**config.mk**
```make
export PLATFORM = sky130hd
export DESIGN_NAME = scsi_initiator
export DESIGN_NICKNAME = d
export VERILOG_FILES = /design/src/rtl/scsi_initiator.sv
export SDC_FILE = /design/constraint.sdc
export NUM_CORES = 1
export LEC_CHECK = 0
export CORE_MARGIN = 2
export CORE_UTILIZATION = 55
export CTS_BUF_LIST = sky130_fd_sc_hd__clkbuf_16
export CTS_CLUSTER_SIZE = 12
export DETAILED_ROUTE_END_ITERATION = 8
export PLACE_DENSITY = 0.8
export SYNTH_ARGS = -nofsm -noshare
export SYNTH_HDL_FRONTEND = slang
export SYNTH_SLANG_ARGS = --single-unit
```
**constraint.sdc**
```tcl
create_clock -name clk -period 6.8 [get_ports clk]
set_clock_uncertainty 0.15 [all_clocks]
set_input_delay 1.36 -clock clk [delete_from_list [all_inputs] [get_ports clk]]
set_output_delay 1.36 -clock clk [all_outputs]
set_load 0.02 [all_outputs]
```
**src/rtl/scsi_initiator.sv**
```systemverilog
// Initiator-side SCSI bus sequencer: selects a target, sends a 6/10-byte CDB,
// moves data in either direction, collects status and message, reports completion.
module scsi_initiator #(
  parameter int unsigned SEL_TIMEOUT = 1024,
  parameter int unsigned ACK_HOLD    = 4,
  parameter int unsigned REQ_SETTLE  = 4,
  parameter int unsigned RST_CYCLES  = 16
) (
  input  logic        clk,
  input  logic        rst_n,
  input  logic        i_start,
  input  logic [2:0]  i_tgt_id,
  input  logic [3:0]  i_cmd_len,
  output logic [3:0]  o_cmd_idx,
  input  logic [7:0]  i_cmd_byte,
  input  logic [7:0]  i_wr_data,
  input  logic        i_wr_valid,
  output logic        o_wr_ready,
  output logic [7:0]  o_rd_data,
  output logic        o_rd_valid,
  input  logic        i_abort,
  output logic        o_busy,
  output logic        o_done,
  output logic [1:0]  o_err,
  output logic [7:0]  o_status,
  output logic [7:0]  o_message,
  output logic [31:0] o_xfer_cnt,
  output logic        o_scsi_sel,
  output logic        o_scsi_atn,
  output logic        o_scsi_ack,
  output logic        o_scsi_rst,
  output logic [7:0]  o_scsi_dout,
  input  logic [7:0]  i_scsi_din,
  input  logic        i_scsi_bsy,
  input  logic        i_scsi_req,
  input  logic        i_scsi_msg,
  input  logic        i_scsi_cd,
  input  logic        i_scsi_io
);

  localparam logic [31:0] SelLast    = 32'(SEL_TIMEOUT - 1);
  localparam logic [31:0] AckLast    = 32'(ACK_HOLD - 1);
  localparam logic [31:0] SettleLast = 32'(REQ_SETTLE - 1);
  localparam logic [31:0] RstLast    = 32'(RST_CYCLES - 1);

  typedef enum logic [2:0] {
    StIdle, StSelect, StWaitReq, StAck, StSettle, StReset, StDone
  } state_e;

  state_e      r_state;
  logic [31:0] r_cnt;
  logic [3:0]  r_cmd_len;
  logic [3:0]  r_cmd_idx;
  logic        r_kind_cmd;
  logic        r_kind_data;
  logic [7:0]  r_rd_data;
  logic        r_rd_valid;
  logic        r_wr_ready;
  logic        r_busy;
  logic        r_done;
  logic [1:0]  r_err;
  logic [7:0]  r_status;
  logic [7:0]  r_message;
  logic [31:0] r_xfer_cnt;
  logic        r_sel;
  logic        r_ack;
  logic        r_rst;
  logic [7:0]  r_dout;

  logic w_ph_cmd, w_ph_dout, w_ph_din, w_ph_stat, w_ph_msg;
  logic w_overrun, w_accept, w_abort;

  assign w_ph_cmd  = i_scsi_cd & ~i_scsi_io;
  assign w_ph_dout = ~i_scsi_cd & ~i_scsi_io;
  assign w_ph_din  = ~i_scsi_cd & i_scsi_io;
  assign w_ph_stat = i_scsi_cd & i_scsi_io & ~i_scsi_msg;
  assign w_ph_msg  = i_scsi_cd & i_scsi_io & i_scsi_msg;

  assign w_overrun = w_ph_cmd && (r_cmd_idx >= r_cmd_len);
  // A data-out REQ is only taken once the host has a byte, so ACK never rises empty.
  assign w_accept  = i_scsi_req && !w_overrun && !(w_ph_dout && !i_wr_valid);
  assign w_abort   = i_abort && (r_state == StSelect || r_state == StWaitReq ||
                                 r_state == StAck || r_state == StSettle);

  always_ff @(posedge clk or negedge rst_n) begin
    if (!rst_n) begin
      r_state     <= StIdle;
      r_cnt       <= '0;
      r_cmd_len   <= '0;
      r_cmd_idx   <= '0;
      r_kind_cmd  <= 1'b0;
      r_kind_data <= 1'b0;
      r_rd_data   <= '0;
      r_rd_valid  <= 1'b0;
      r_wr_ready  <= 1'b0;
      r_busy      <= 1'b0;
      r_done      <= 1'b0;
      r_err       <= '0;
      r_status    <= '0;
      r_message   <= '0;
      r_xfer_cnt  <= '0;
      r_sel       <= 1'b0;
      r_ack       <= 1'b0;
      r_rst       <= 1'b0;
      r_dout      <= '0;
    end else begin
      r_done     <= 1'b0;
      r_rd_valid <= 1'b0;
      r_wr_ready <= 1'b0;
      if (w_abort) begin
        r_err   <= 2'd3;
        r_sel   <= 1'b0;
        r_ack   <= 1'b0;
        r_dout  <= '0;
        r_rst   <= 1'b1;
        r_cnt   <= '0;
        r_state <= StReset;
      end else begin
        case (r_state)
          StIdle: begin
            if (i_start) begin
              r_cmd_len  <= i_cmd_len;
              r_cmd_idx  <= '0;
              r_status   <= '0;
              r_message  <= '0;
              r_xfer_cnt <= '0;
              r_err      <= '0;
              r_busy     <= 1'b1;
              r_sel      <= 1'b1;
              r_dout     <= 8'b1 << i_tgt_id;
              r_cnt      <= '0;
              r_state    <= StSelect;
            end
          end
          StSelect: begin
            if (i_scsi_bsy) begin
              r_sel   <= 1'b0;
              r_dout  <= '0;
              r_state <= StWaitReq;
            end else if (r_cnt == SelLast) begin
              r_sel   <= 1'b0;
              r_dout  <= '0;
              r_err   <= 2'd1;
              r_state <= StDone;
            end else begin
              r_cnt <= r_cnt + 32'd1;
            end
          end
          StWaitReq: begin
            if (!i_scsi_bsy) begin
              r_state <= StDone;
            end else if (i_scsi_req && w_overrun) begin
              r_err   <= 2'd2;
              r_rst   <= 1'b1;
              r_cnt   <= '0;
              r_state <= StReset;
            end else if (w_accept) begin
              r_ack       <= 1'b1;
              r_cnt       <= '0;
              r_state     <= StAck;
              r_kind_cmd  <= w_ph_cmd;
              r_kind_data <= w_ph_dout | w_ph_din;
              if (w_ph_cmd) r_dout <= i_cmd_byte;
              if (w_ph_dout) begin
                r_dout     <= i_wr_data;
                r_wr_ready <= 1'b1;
              end
              if (w_ph_din) begin
                r_rd_data  <= i_scsi_din;
                r_rd_valid <= 1'b1;
              end
              if (w_ph_stat) r_status <= i_scsi_din;
              if (w_ph_msg) r_message <= i_scsi_din;
            end
          end
          StAck: begin
            if (r_cnt >= AckLast && !i_scsi_req) begin
              r_ack   <= 1'b0;
              r_cnt   <= '0;
              r_state <= StSettle;
              if (r_kind_cmd) r_cmd_idx <= r_cmd_idx + 4'd1;
              if (r_kind_data) r_xfer_cnt <= r_xfer_cnt + 32'd1;
            end else if (r_cnt < AckLast) begin
              r_cnt <= r_cnt + 32'd1;
            end
          end
          StSettle: begin
            // dout outlives ACK by one cycle for the target's delayed sample.
            if (r_cnt == 32'd0) r_dout <= '0;
            if (r_cnt >= SettleLast) begin
              r_state <= StWaitReq;
            end else begin
              r_cnt <= r_cnt + 32'd1;
            end
          end
          StReset: begin
            if (i_abort) r_err <= 2'd3;
            if (r_cnt >= RstLast) begin
              r_rst   <= 1'b0;
              r_state <= StDone;
            end else begin
              r_cnt <= r_cnt + 32'd1;
            end
          end
          StDone: begin
            r_done  <= 1'b1;
            r_busy  <= 1'b0;
            r_state <= StIdle;
          end
          default: r_state <= StIdle;
        endcase
      end
    end
  end

  assign o_cmd_idx   = r_cmd_idx;
  assign o_wr_ready  = r_wr_ready;
  assign o_rd_data   = r_rd_data;
  assign o_rd_valid  = r_rd_valid;
  assign o_busy      = r_busy;
  assign o_done      = r_done;
  assign o_err       = r_err;
  assign o_status    = r_status;
  assign o_message   = r_message;
  assign o_xfer_cnt  = r_xfer_cnt;
  assign o_scsi_sel  = r_sel;
  assign o_scsi_atn  = 1'b0;
  assign o_scsi_ack  = r_ack;
  assign o_scsi_rst  = r_rst;
  assign o_scsi_dout = r_dout;

endmodule

```
Word-level counts from Yosys, hierarchy flattened. Cells that the tools add are included. W data, S select, Z words.

Register bits after elaboration: 118. Bits of input ports: 41. Logic and storage cells: 206. Output and inout port bits: 78.

Eq/ne operators: 36. Multiplexer cells: 91. $lt $le $gt $ge: 4. Shift operators: 1. Add/subtract/negate cells: 3. Bitwise logic cells: 12. Reduce and logical (&&, ||, !) cells: 40.

Operator list (count): $mux W32 (13); $pmux W32 S6 (1); $mux W8 (19); $add A32 B1 Y32 const B (2); $pmux W32 S2 (1); $eq A32 B10 Y1 const B (1); $ge A32 B2 Y1 const B (1); $ge A32 B4 Y1 const B (1); $logic_not A32 Y1 (1); $lt A32 B2 Y1 const B (1); $pmux W8 S2 (2); $pmux W8 S4 (1); $mux W3 (10); $ne A3 B3 Y1 const B (10); $mux W1 (27); $reduce_and A7 Y1 (3); $reduce_and A5 Y1 (4); $pmux W3 S6 (1); $ne A2 B2 Y1 const B (8); $ne A3 B2 Y1 const B (5); $mux W2 (7); $mux W4 (3); $reduce_and A6 Y1 (2); $reduce_bool A5 Y1 (2); 28 further kinds (61).

Longest topological paths before layout. Gate-level depths: netlist of run 1.

Word-level depth: 11. Mapped depth: 10.

Worst setup path before layout of run 1. No wires, ideal clock.

Path type: input port to flip-flop. Start: in i_abort. End: reg r_cnt[23]. Data arrival time: 3.074 ns. Setup slack: 3.473 ns. Library setup time: 0.103 ns. Stages on the path: 9. Path buffers: 3. Cells stage by stage: clkbuf_1 -> and3b_1 -> o21ai_0 -> and3_1 -> nand4_4 -> or2_1 -> buf_2 -> buf_6 -> o41ai_2.

Cells in the longest elaborated chain, start to end: 3.

RTL lines: start, declared (RTL line 21) `input logic i_abort,`; $logic_and A1 B1 Y1 * (RTL line 82) `assign w_abort = i_abort && (r_state == StSelect || r_state == StWaitReq ||`; $ne A4 B2 Y1 (no source line) (tied with other cells); $reduce_and A9 Y1 (no source line); end signal, assigned (RTL line 146) `r_cnt <= r_cnt + 32'd1;`; end signal, assigned (RTL line 184) `r_cnt <= r_cnt + 32'd1;`; end signal, assigned (RTL line 193) `r_cnt <= r_cnt + 32'd1;`; end, declared (RTL line 51) `logic [31:0] r_cnt;`.

Mark *: on every way between the ends. The rest lies on a longest branch, timed or not. A chain may end at the register's enable or synchronous reset.

Worst setup path after layout of run 1.
Start: in i_abort. End: reg r_cnt[20].

Same word-level chain as after synthesis.

==> run summary, run 1 <==
status -> finished clean
largest net degree at the start of global routing -> 75
antenna violations before repair -> 0
synth unique cells -> 71
GRT overflow -> 0
Critical Path Start Type -> primary input
area grow syn2layout -> 26.8%
Setup TNS -> 0 ns
reg-to-reg endpoint -> r_cnt[2]
Max VDD drop -> 0.272 mV
fin nets -> 879
max-slew violations -> 0
final cell count without fillers -> 990
Buf/Inv on CP -> 1
Hold Path Depth -> 2
sequential share of the synthesized area -> 0.441
Routed WL -> 17100 um
CP top delay family -> simple AND/OR/NAND/NOR gates
Crit Path Max Fanout -> 37
Initial DRC Count -> 464
synthesized instance count -> 730
crit path launch -> i_abort
fin area -> 0.00849 mm^2
DPL Wire Length -> 12000 um
die area -> 0.0131 mm^2
Hold Path End -> o_rd_data[1]
vias in the first global route -> 5790
cts bufs inserted -> 17
DP Cell Count -> 958
Final setup viols -> 0
# diodes -> 0
measured slew at the worst slew-check pin -> 0.987 ns
Sink Count -> 118
Avg Cell Area, Syn -> 9.17 um^2
Main synth FF type -> dfrtp_1
Routed WL per cell -> 17.3 um
Root Driver -> clkbuf_16
crit path cell chain -> clkdlybuf4s50_1, and3b_1, o21ai_0, and3_1, nand4_4, or2_1, o41ai_1
Setup Buffers After CTS -> 0
iteration count of the initial detailed-routing pass -> 5
Fin. Hold Viols -> 0
Syn. warnings -> 0
Achievable Freq -> 224 MHz
GR Util All Layers -> 0.275
Worst path max stage delay -> 0.92 ns
CTS tree -> done
fin crit period -> 4.46 ns
H-tree levels -> 4
Clock Latency Late Sink -> 0.42 ns
synthesized cell area -> 0.00670 mm^2
Critical Path End Type -> register
Hold Crit Start -> o_rd_data[1]
Hold WC Path Type -> register to register
hold buffers post-CTS -> 0
Placed Area -> 0.00790 mm^2
Max Buffers Root-to-Sink -> 2
port bufs -> 117
Max-Slew Margin vs Limit -> 0.338
Antenna Nets Post-Route -> 0
die height -> 114 um
DRC Markers -> 0
# IOs -> 119
RSZ-0062 raised after global routing -> false
Critical Path RT -> 6.95 ns
core area -> 0.0120 mm^2
Synthesized Nets -> 779
Post-synth EDFFs -> 0
Pleak -> 3.71 nW
post-CTS resize count -> 0
Async S/R FF share, synth -> 1.00
first-pass GRT wire length -> 28400 um
critical path type -> primary input to register
crit path max-delay cell type -> clkdlybuf4s50_1
Worst R2R Start -> r_state[1]
period utilisation layout -> 0.656
Seq cells post-synth -> 118
Reg2Reg Setup Slack -> 3.13 ns
number of max-cap violations -> 0
crit path DAT -> 4.61 ns
pwr/cell area -> 356 mW/mm^2
Starting Density -> 0.560
DR vias -> 5931
R2R cell count -> 7
share of layout cells above drive strength 1 -> 0.0996
post-DR vias/cell -> 5.99
gpl congestion -> 0.918
clock-pin slew on the worst setup and hold paths -> 0.06 ns
FP Rows -> 40
Die Wd -> 114 um
[final cells by class]
class	count	area, um^2
sequential	118	2950
clock buffer	17	425
tap	147	184
fill	916	3470
clock inverter	15	161
multi-input combinational	553	3500
inverter	19	71.3
timing repair buffer	121	1200
[cell usage after synthesis (3+ instances only)]
master,instances,area share
o2bb2ai_1,3,0.0039
and3_1,27,0.025
a31oi_1,6,0.0056
or3_1,12,0.011
clkbuf_1,28,0.016
buf_2,6,0.0045
xnor2_1,9,0.012
and4_1,7,0.0092
nand2b_1,8,0.0075
o31ai_1,16,0.018
nand4_1,14,0.013
nor2b_1,14,0.013
or3b_2,3,0.0039
nand3_1,25,0.019
a211oi_1,3,0.0034
mux2_4,8,0.018
o41ai_1,4,0.0052
ha_1,8,0.015
o21ai_0,62,0.046
nor4_2,5,0.0093
o21a_1,3,0.0034
nor2_1,80,0.045
and2_1,8,0.0075
a21oi_1,41,0.031
nand2_1,84,0.047
nor3_1,15,0.011
dfrtp_1,118,0.44
xor2_1,17,0.022
nor4_1,5,0.0047
inv_1,17,0.0095
mux2_2,18,0.030
mux2i_1,5,0.0075
[report_power, final]
group	leakage (nW)	internal, mW	total (mW)	switching, mW
clock network	0.281	0.569	0.891	0.322
registers	1.61	0.834	0.954	0.120
logic	1.82	0.492	1.17	0.681
[worst max-delay path by stage]
stage,end,slack [ns],depth (start not counted)
global placement,r_cnt[3],2.08,8
global route,r_cnt[11],1.97,7
finish,r_cnt[20],2.34,7
CTS,r_cnt[20],2.38,7
floorplan,r_cnt[23],3.47,9
detailed placement,r_cnt[3],1.97,8
[routing by layer]
layer	part of all wire	vias up	global-route usage
met3	0.048	38	0.0768
met1	0.43	2883	0.348
met4	0.023	0	0.0967
li1	-	2810	-
met5	0	-	0
met2	0.50	200	0.453
[cells by family (layout without fill, tap and decap cells)]
group / count (synthesis) / after routing / share of synthesized area
xor gates and xnor gates: 26 / 26 / 0.0340
other: 1 / 1 / 0.000560
AOI/OAI and AO/OA: 162 / 162 / 0.162
buffers and inverters: 59 / 172 / 0.0372
DFF: 118 / 118 / 0.441
muxes: 31 / 31 / 0.0557
adders and majority gates: 8 / 8 / 0.0150
and+or+nand+nor: 325 / 325 / 0.255
[layout by cell type (no fill, tap or decap), types with 15 or more instances in the layout]
| cell | count |
|---|---|
| clkdlybuf4s50_1 | 116 |
| nand2_1 | 84 |
| a21oi_1 | 40 |
| o21ai_0 | 62 |
| mux2_2 | 18 |
| and3_1 | 27 |
| nor3_1 | 15 |
| nand3_1 | 25 |
| dfrtp_1 | 118 |
| nor2_1 | 80 |
| xor2_1 | 17 |
| o31ai_1 | 16 |
| inv_1 | 17 |
| clkbuf_16 | 17 |
[sequential cells by signal, indices dropped and copies added, names as in the netlist]
signal,cells
o_message,8
o_done,1
o_scsi_dout,8
r_kind_cmd,1
o_cmd_idx,4
o_scsi_ack,1
o_xfer_cnt,32
o_scsi_rst,1
o_rd_valid,1
r_state,3
o_scsi_sel,1
r_cmd_len,4
o_busy,1
r_cnt,32
r_kind_data,1
o_err,2
o_rd_data,8
o_status,8
o_wr_ready,1
[worst reg2reg max path, cell delays in order (launching register included)]
cell	delay (ns)
dfrtp_1	0.86
or3b_2	0.66
a211o_1	0.31
and3_1	0.21
nand4_4	0.28
or2_1	0.81
nor3b_1	0.11
a21o_1	0.18
[per-stage QoR]
step	hold slack, ns	worst slack, ns	total power [mW]	util
detailed placement	0.314	1.97	2.12	0.661
floorplan	0.300	3.47	1.72	-
CTS	0.326	2.38	3.02	0.710
finish	0.331	2.34	3.02	0.710
global placement	0.311	2.08	2.08	0.661
global route	0.365	1.97	3.19	0.710
Power figures use the tool's default switching activity.
==> run 2: changes to the inputs <==
--- a/config.mk
+++ b/config.mk
@@ -6,11 +6,11 @@
 export NUM_CORES = 1
 export LEC_CHECK = 0
 export CORE_MARGIN = 2
-export CORE_UTILIZATION = 55
+export CORE_UTILIZATION = 53
 export CTS_BUF_LIST = sky130_fd_sc_hd__clkbuf_16
 export CTS_CLUSTER_SIZE = 12
 export DETAILED_ROUTE_END_ITERATION = 8
-export PLACE_DENSITY = 0.8
+export PLACE_DENSITY = 0.77
 export SYNTH_ARGS = -nofsm -noshare
 export SYNTH_HDL_FRONTEND = slang
 export SYNTH_SLANG_ARGS = --single-unit
==> constraint.sdc (replaced) <==
create_clock -name clk -period 4.2 [get_ports clk]
set_clock_uncertainty 0.15 [all_clocks]
set_input_delay 0.84 -clock clk [delete_from_list [all_inputs] [get_ports clk]]
set_output_delay 0.84 -clock clk [all_outputs]
set_load 0.02 [all_outputs]
==> run summary, run 2 (same netlist as run 1, synthesis figures left out) <==
status -> finished clean
cts bufs inserted -> 17 (unchanged)
Routed WL -> 17400 um (+1.6%)
final cell count without fillers -> 1020 (+3.0%)
CTS tree -> done
Critical Path RT -> 4.31 ns (-2.64 ns)
Routed WL per cell -> 17.0 um (-1.4%)
Max-Slew Margin vs Limit -> 0.386 (+0.0476)
die area -> 0.0135 mm^2 (+3.6%)
FP Rows -> 41 (+2.5%)
M2 GR Usage -> 0.440 (-0.0129)
post-DR vias/cell -> 5.90 (-1.5%)
Max Buffers Root-to-Sink -> 2 (unchanged)
first-pass GRT wire length -> 28900 um (+1.8%)
hold buffers post-CTS -> 0 (unchanged)
port bufs -> 117 (unchanged)
clock-pin slew on the worst setup and hold paths -> 0.05 ns (about the same)
Pleak -> 3.77 nW (+1.6%)
# diodes -> 0 (unchanged)
measured slew at the worst slew-check pin -> 0.922 ns (-0.0655 ns)
Sink Count -> 118 (unchanged)
Starting Density -> 0.537 (-0.0226)
GR Util met3 -> 0.0576 (-0.0192)
Final setup viols -> 0 (unchanged)
area grow syn2layout -> 28.5%
max-slew violations -> 0 (unchanged)
most common cell after layout, fill and taps aside -> dfrtp_1
core area -> 0.0125 mm^2 (+4.2%)
Critical Path End Type -> register
Root Driver -> clkbuf_16
critical path type -> primary input to register
iteration count of the initial detailed-routing pass -> 5 (unchanged)
fin area -> 0.00860 mm^2 (+1.3%)
routing usage on met1 -> 0.353 (+0.00475)
RSZ-0062 raised after global routing -> false
DP Cell Count -> 988 (+3.1%)
Max VDD drop -> 0.356 mV (+31%)
post-CTS resize count -> 0 (unchanged)
period utilisation layout -> 0.839
Placed Area -> 0.00799 mm^2 (+1.0%)
H-tree levels -> 4 (unchanged)
fin crit period -> 3.52 ns
Most Crowded Layer GR -> met2
Setup TNS -> 0 ns (unchanged)
Antenna Nets Post-Route -> 0 (unchanged)
largest net degree at the start of global routing -> 73 (-2.7%)
Achievable Freq -> 284 MHz
DPL Wire Length -> 12500 um (+3.6%)
Hold WC Path Type -> register to register
GR Util All Layers -> 0.271 (-0.00316)
# IOs -> 119 (unchanged)
Hold Worst Slack -> 0.324 ns (-0.00698 ns)
Fin. Hold Viols -> 0 (unchanged)
Initial DRC Count -> 409 (-12%)
DRC Markers -> 0 (unchanged)
vias in the first global route -> 5868 (+1.3%)
Crit Path Max Fanout -> 14 (-62%)
crit path DAT -> 3.63 ns (-0.98 ns)
number of max-cap violations -> 0 (unchanged)
Clock Latency Late Sink -> 0.41 ns (about the same)
Setup Buffers After CTS -> 0 (unchanged)
pwr/cell area -> 581 mW/mm^2 (+63%)
GRT overflow -> 0 (unchanged)
fin nets -> 884 (+0.57%)
most frequent cells in the layout -> dfrtp_1 (118), clkdlybuf4s50_1 (116), nand2_1 (84)
DR vias -> 6022 (+1.5%)
Die Wd -> 116 um (+1.8%)
Critical Path Start Type -> primary input
die height -> 116 um (+1.8%)
gpl congestion -> 0.933 (+1.6%)
share of layout cells above drive strength 1 -> 0.101 (+0.00177)
antenna violations before repair -> 0 (unchanged)
## run 2: power breakdown
group / switching, mW / internal (mW) / total, mW
clock: 0.490 / 1.03 / 1.52
combinational: 1.12 / 0.818 / 1.94
sequential: 0.184 / 1.35 / 1.54
## run 2: through the flow
stage / utilization / setup WS (ns) / total power, mW
2_1_floorplan: - / 1.39 / 2.78
3_3_place_gp: 0.641 / 0.582 / 3.42
3_5_place_dp: 0.641 / 0.381 / 3.48
4_1_cts: 0.690 / 0.787 / 5.01
5_1_grt: 0.690 / 0.562 / 5.27
6_report: 0.690 / 0.676 / 5.00
## run 2: layer usage
metal | wire length (um) | part of all wire
met5 | 0 | 0
met1 | 7280 | 0.42
met3 | 954 | 0.055
met2 | 8580 | 0.49
met4 | 554 | 0.032
## run 2: final cells by class
class | count | area [um^2]
clock inverter | 15 | 193
fill | 948 | 3860
multi-input combinational | 553 | 3500
sequential | 118 | 2950
tap | 172 | 215
inverter | 19 | 71.3
timing repair buffer | 126 | 1250
clock buffer | 17 | 425
## run 2: worst max-delay path: stages
cell and delay, ns:
clkdlybuf4s50_1 0.67, clkinv_1 0.31, and3_1 0.24, o211ai_2 0.26
a211oi_1 0.82, nand4_1 0.20, xor2_1 0.22, nor2_1 0.07
## run 2: path summary, 6_finish.rpt
check / start / cells past startpoint / slack (ns) / to
setup / recovery: i_abort / 8 / 0.68 / o_xfer_cnt[14]
setup reg to reg: r_state[0] / 7 / 0.85 / o_xfer_cnt[14]
min in group asynchronous: rst_n / 1 / 0.39 / r_cmd_len[3]
max in group asynchronous: rst_n / 2 / 2.76 / r_cnt[20]
hold / removal: o_rd_data[2] / 2 / 0.32 / o_rd_data[2]
hold reg to reg: o_rd_data[2] / 2 / 0.32 / o_rd_data[2]
==> run 3: changes to the inputs <==
--- a/config.mk
+++ b/config.mk
@@ -6,11 +6,11 @@
 export NUM_CORES = 1
 export LEC_CHECK = 0
 export CORE_MARGIN = 2
-export CORE_UTILIZATION = 53
+export CORE_UTILIZATION = 48
 export CTS_BUF_LIST = sky130_fd_sc_hd__clkbuf_16
 export CTS_CLUSTER_SIZE = 12
 export DETAILED_ROUTE_END_ITERATION = 8
-export PLACE_DENSITY = 0.77
+export PLACE_DENSITY = 0.74
 export SYNTH_ARGS = -nofsm -noshare
 export SYNTH_HDL_FRONTEND = slang
 export SYNTH_SLANG_ARGS = --single-unit
==> constraint.sdc (replaced) <==
create_clock -name clk -period 3.2 [get_ports clk]
set_clock_uncertainty 0.15 [all_clocks]
set_input_delay 0.64 -clock clk [delete_from_list [all_inputs] [get_ports clk]]
set_output_delay 0.64 -clock clk [all_outputs]
set_load 0.02 [all_outputs]
==> run summary, run 3 (same netlist as run 1, synthesis figures left out) <==
FILL cells -> 1124 (+19%)
cts bufs inserted -> 17 (unchanged)
Clock Latency Late Sink -> 0.43 ns (+0.02 ns)
Hold WC Path Type -> primary input to asynchronous set/reset pin
crit path cell chain -> ha_1, nor3_1, nand4_1, o21ai_0, a21oi_1, buf_4, or3_1, o31ai_1
post-DR vias/cell -> 5.84 (-1.0%)
Clk pwr share -> 0.308 (+0.003)
crit path max-delay cell type -> o21ai_0
fin crit period -> 3.02 ns
Sink Count -> 118 (unchanged)
crit path DAT -> 3.20 ns (-0.43 ns)
Final setup viols -> 0 (unchanged)
internal power -> 4.39 mW (+37%)
H-tree levels -> 4 (unchanged)
share of layout cells above drive strength 1 -> 0.132 (+0.0305)
DR vias -> 6146 (+2.1%)
most common cell after layout, fill and taps aside -> dfrtp_1
Achievable Freq -> 331 MHz
antenna violations before repair -> 2 (+2)
Max-Slew Margin vs Limit -> 0.490 (+0.105)
gpl congestion -> 0.888 (-4.8%)
area grow syn2layout -> 32.0%
Fin. Hold Viols -> 0 (unchanged)
pwr/cell area -> 781 mW/mm^2 (+34%)
Die Wd -> 122 um (+4.9%)
Crit path depth -> 8 (unchanged)
switch share -> 0.364 (+0.00517)
Max Buffers Root-to-Sink -> 2 (unchanged)
clock-pin slew on the worst setup and hold paths -> 0.06 ns (about the same)
# diodes -> 0 (unchanged)
die area -> 0.0149 mm^2 (+10%)
fin area -> 0.00884 mm^2 (+2.7%)
Crit Path Max Fanout -> 17 (+3)
Seq pwr share -> 0.288 (-0.019)
port bufs -> 117 (unchanged)
# IOs -> 119 (unchanged)
iteration count of the initial detailed-routing pass -> 5 (unchanged)
post-CTS resize count -> 0 (unchanged)
Critical Path End Type -> register
Combinational Power Share -> 0.405 (+0.017)
GRT overflow -> 0 (unchanged)
Hold Worst Slack -> 0.132 ns (-0.191 ns)
measured slew at the worst slew-check pin -> 0.763 ns (-0.159 ns)
Worst path max stage delay -> 0.45 ns (-0.37 ns)
Core Util, Final -> 0.642 (-0.0486)
number of max-cap violations -> 0 (unchanged)
Buf/Inv on CP -> 1 (-1)
Routed WL per cell -> 17.6 um (+3.4%)
DPL Wire Length -> 13000 um (+3.9%)
R2R cell count -> 8 (+1)
CTS tree -> done
Max VDD drop -> 0.667 mV (+87%)
GR Util All Layers -> 0.255 (-0.0164)
fin nets -> 908 (+2.7%)
Initial DRC Count -> 451 (+10%)
CP top delay family -> simple AND/OR/NAND/NOR gates
most frequent cells in the layout -> dfrtp_1 (118), clkdlybuf4s50_1 (116), nand2_1 (84)
Pleak -> 3.89 nW (+3.1%)
critical path type -> register to register
Critical Path RT -> 3.38 ns (-0.93 ns)
DRC Markers -> 0 (unchanged)
Critical Path Start Type -> register
Starting Density -> 0.486 (-0.0510)
die height -> 122 um (+4.9%)
status -> finished clean
largest net degree at the start of global routing -> 57 (-22%)
Root Driver -> clkbuf_16
final worst slack -> 0.182 ns (-0.494 ns)
switching pwr -> 2.51 mW (+40%)
max-slew violations -> 0 (unchanged)
core area -> 0.0138 mm^2 (+10%)
Routed WL -> 18500 um (+6.6%)
vias in the first global route -> 5926 (+0.99%)
Placed Area -> 0.00816 mm^2 (+2.2%)
hold buffers post-CTS -> 0 (unchanged)
Antenna Nets Post-Route -> 0 (unchanged)
period utilisation layout -> 0.943
dpl ws -> 0.102 ns (-0.279 ns)
FP Rows -> 43 (+4.9%)
first-pass GRT wire length -> 29900 um (+3.4%)
## run 3: through the flow
step,std cells,power [mW],TNS [ns]
floorplan,730,3.65,0
global placement,1019,4.61,0
detailed placement,1019,4.70,0
CTS,1051,6.85,0
global route,1052,7.26,-0.0266
finish,1052,6.90,0
## run 3: timing repair
action                     CTS  global route
setup endpoints to repair    0             8
setup buffers                0             1
hold endpoints to repair     0             0
## run 3: worst register-to-register path: cells and delay by family, from the launching register on
kind            cells  cell delay, ns
simple gates        3            0.97
flops               1            0.42
fa+ha+maj           1            0.31
compound gates      3            0.84
buf+inv             1            0.24
## run 3: power groups by stage
stage / logic (mW) / clock network (mW) / registers [mW]
6_report: 2.79 / 2.12 / 1.98
5_1_grt: 3.02 / 2.22 / 2.02
4_1_cts: 2.73 / 2.14 / 1.98
3_5_place_dp: 2.70 / 0 / 2.00
3_3_place_gp: 2.63 / 0 / 1.99
2_1_floorplan: 1.45 / 0 / 2.20
## run 3: cell type report
cell class	count	area, um^2	share of cell area
Multi-Input combinational cell	553	3490	0.395
Tap cell	180	225	0.0255
Inverter	19	71.3	0.00807
Sequential cell	118	2950	0.334
Clock buffer	17	425	0.0481
Timing Repair Buffer	150	1440	0.163
Clock inverter	15	226	0.0256
## run 3: path summary, 6_finish.rpt
kind / startpoint / endpoint / slack (ns)
setup / recovery: r_cnt[0] / r_cnt[26] / 0.18
hold / removal: rst_n / o_cmd_idx[2] / 0.13
setup reg to reg: r_cnt[0] / r_cnt[26] / 0.18
hold reg to reg: o_rd_data[2] / o_rd_data[2] / 0.33
max in group asynchronous: rst_n / o_xfer_cnt[10] / 1.98
min in group clk: o_rd_data[2] / o_rd_data[2] / 0.33
## run 3: per-layer routing
| metal | vias to the layer above | global-route usage | wire length (um) |
|---|---|---|---|
| li1 | 2857 | - | - |
| met1 | 3052 | 0.331 | 7950 |
| met2 | 203 | 0.413 | 9180 |
| met3 | 32 | 0.0721 | 1080 |
| met4 | 2 | 0.0819 | 280 |
| met5 | - | 0 | 16 |
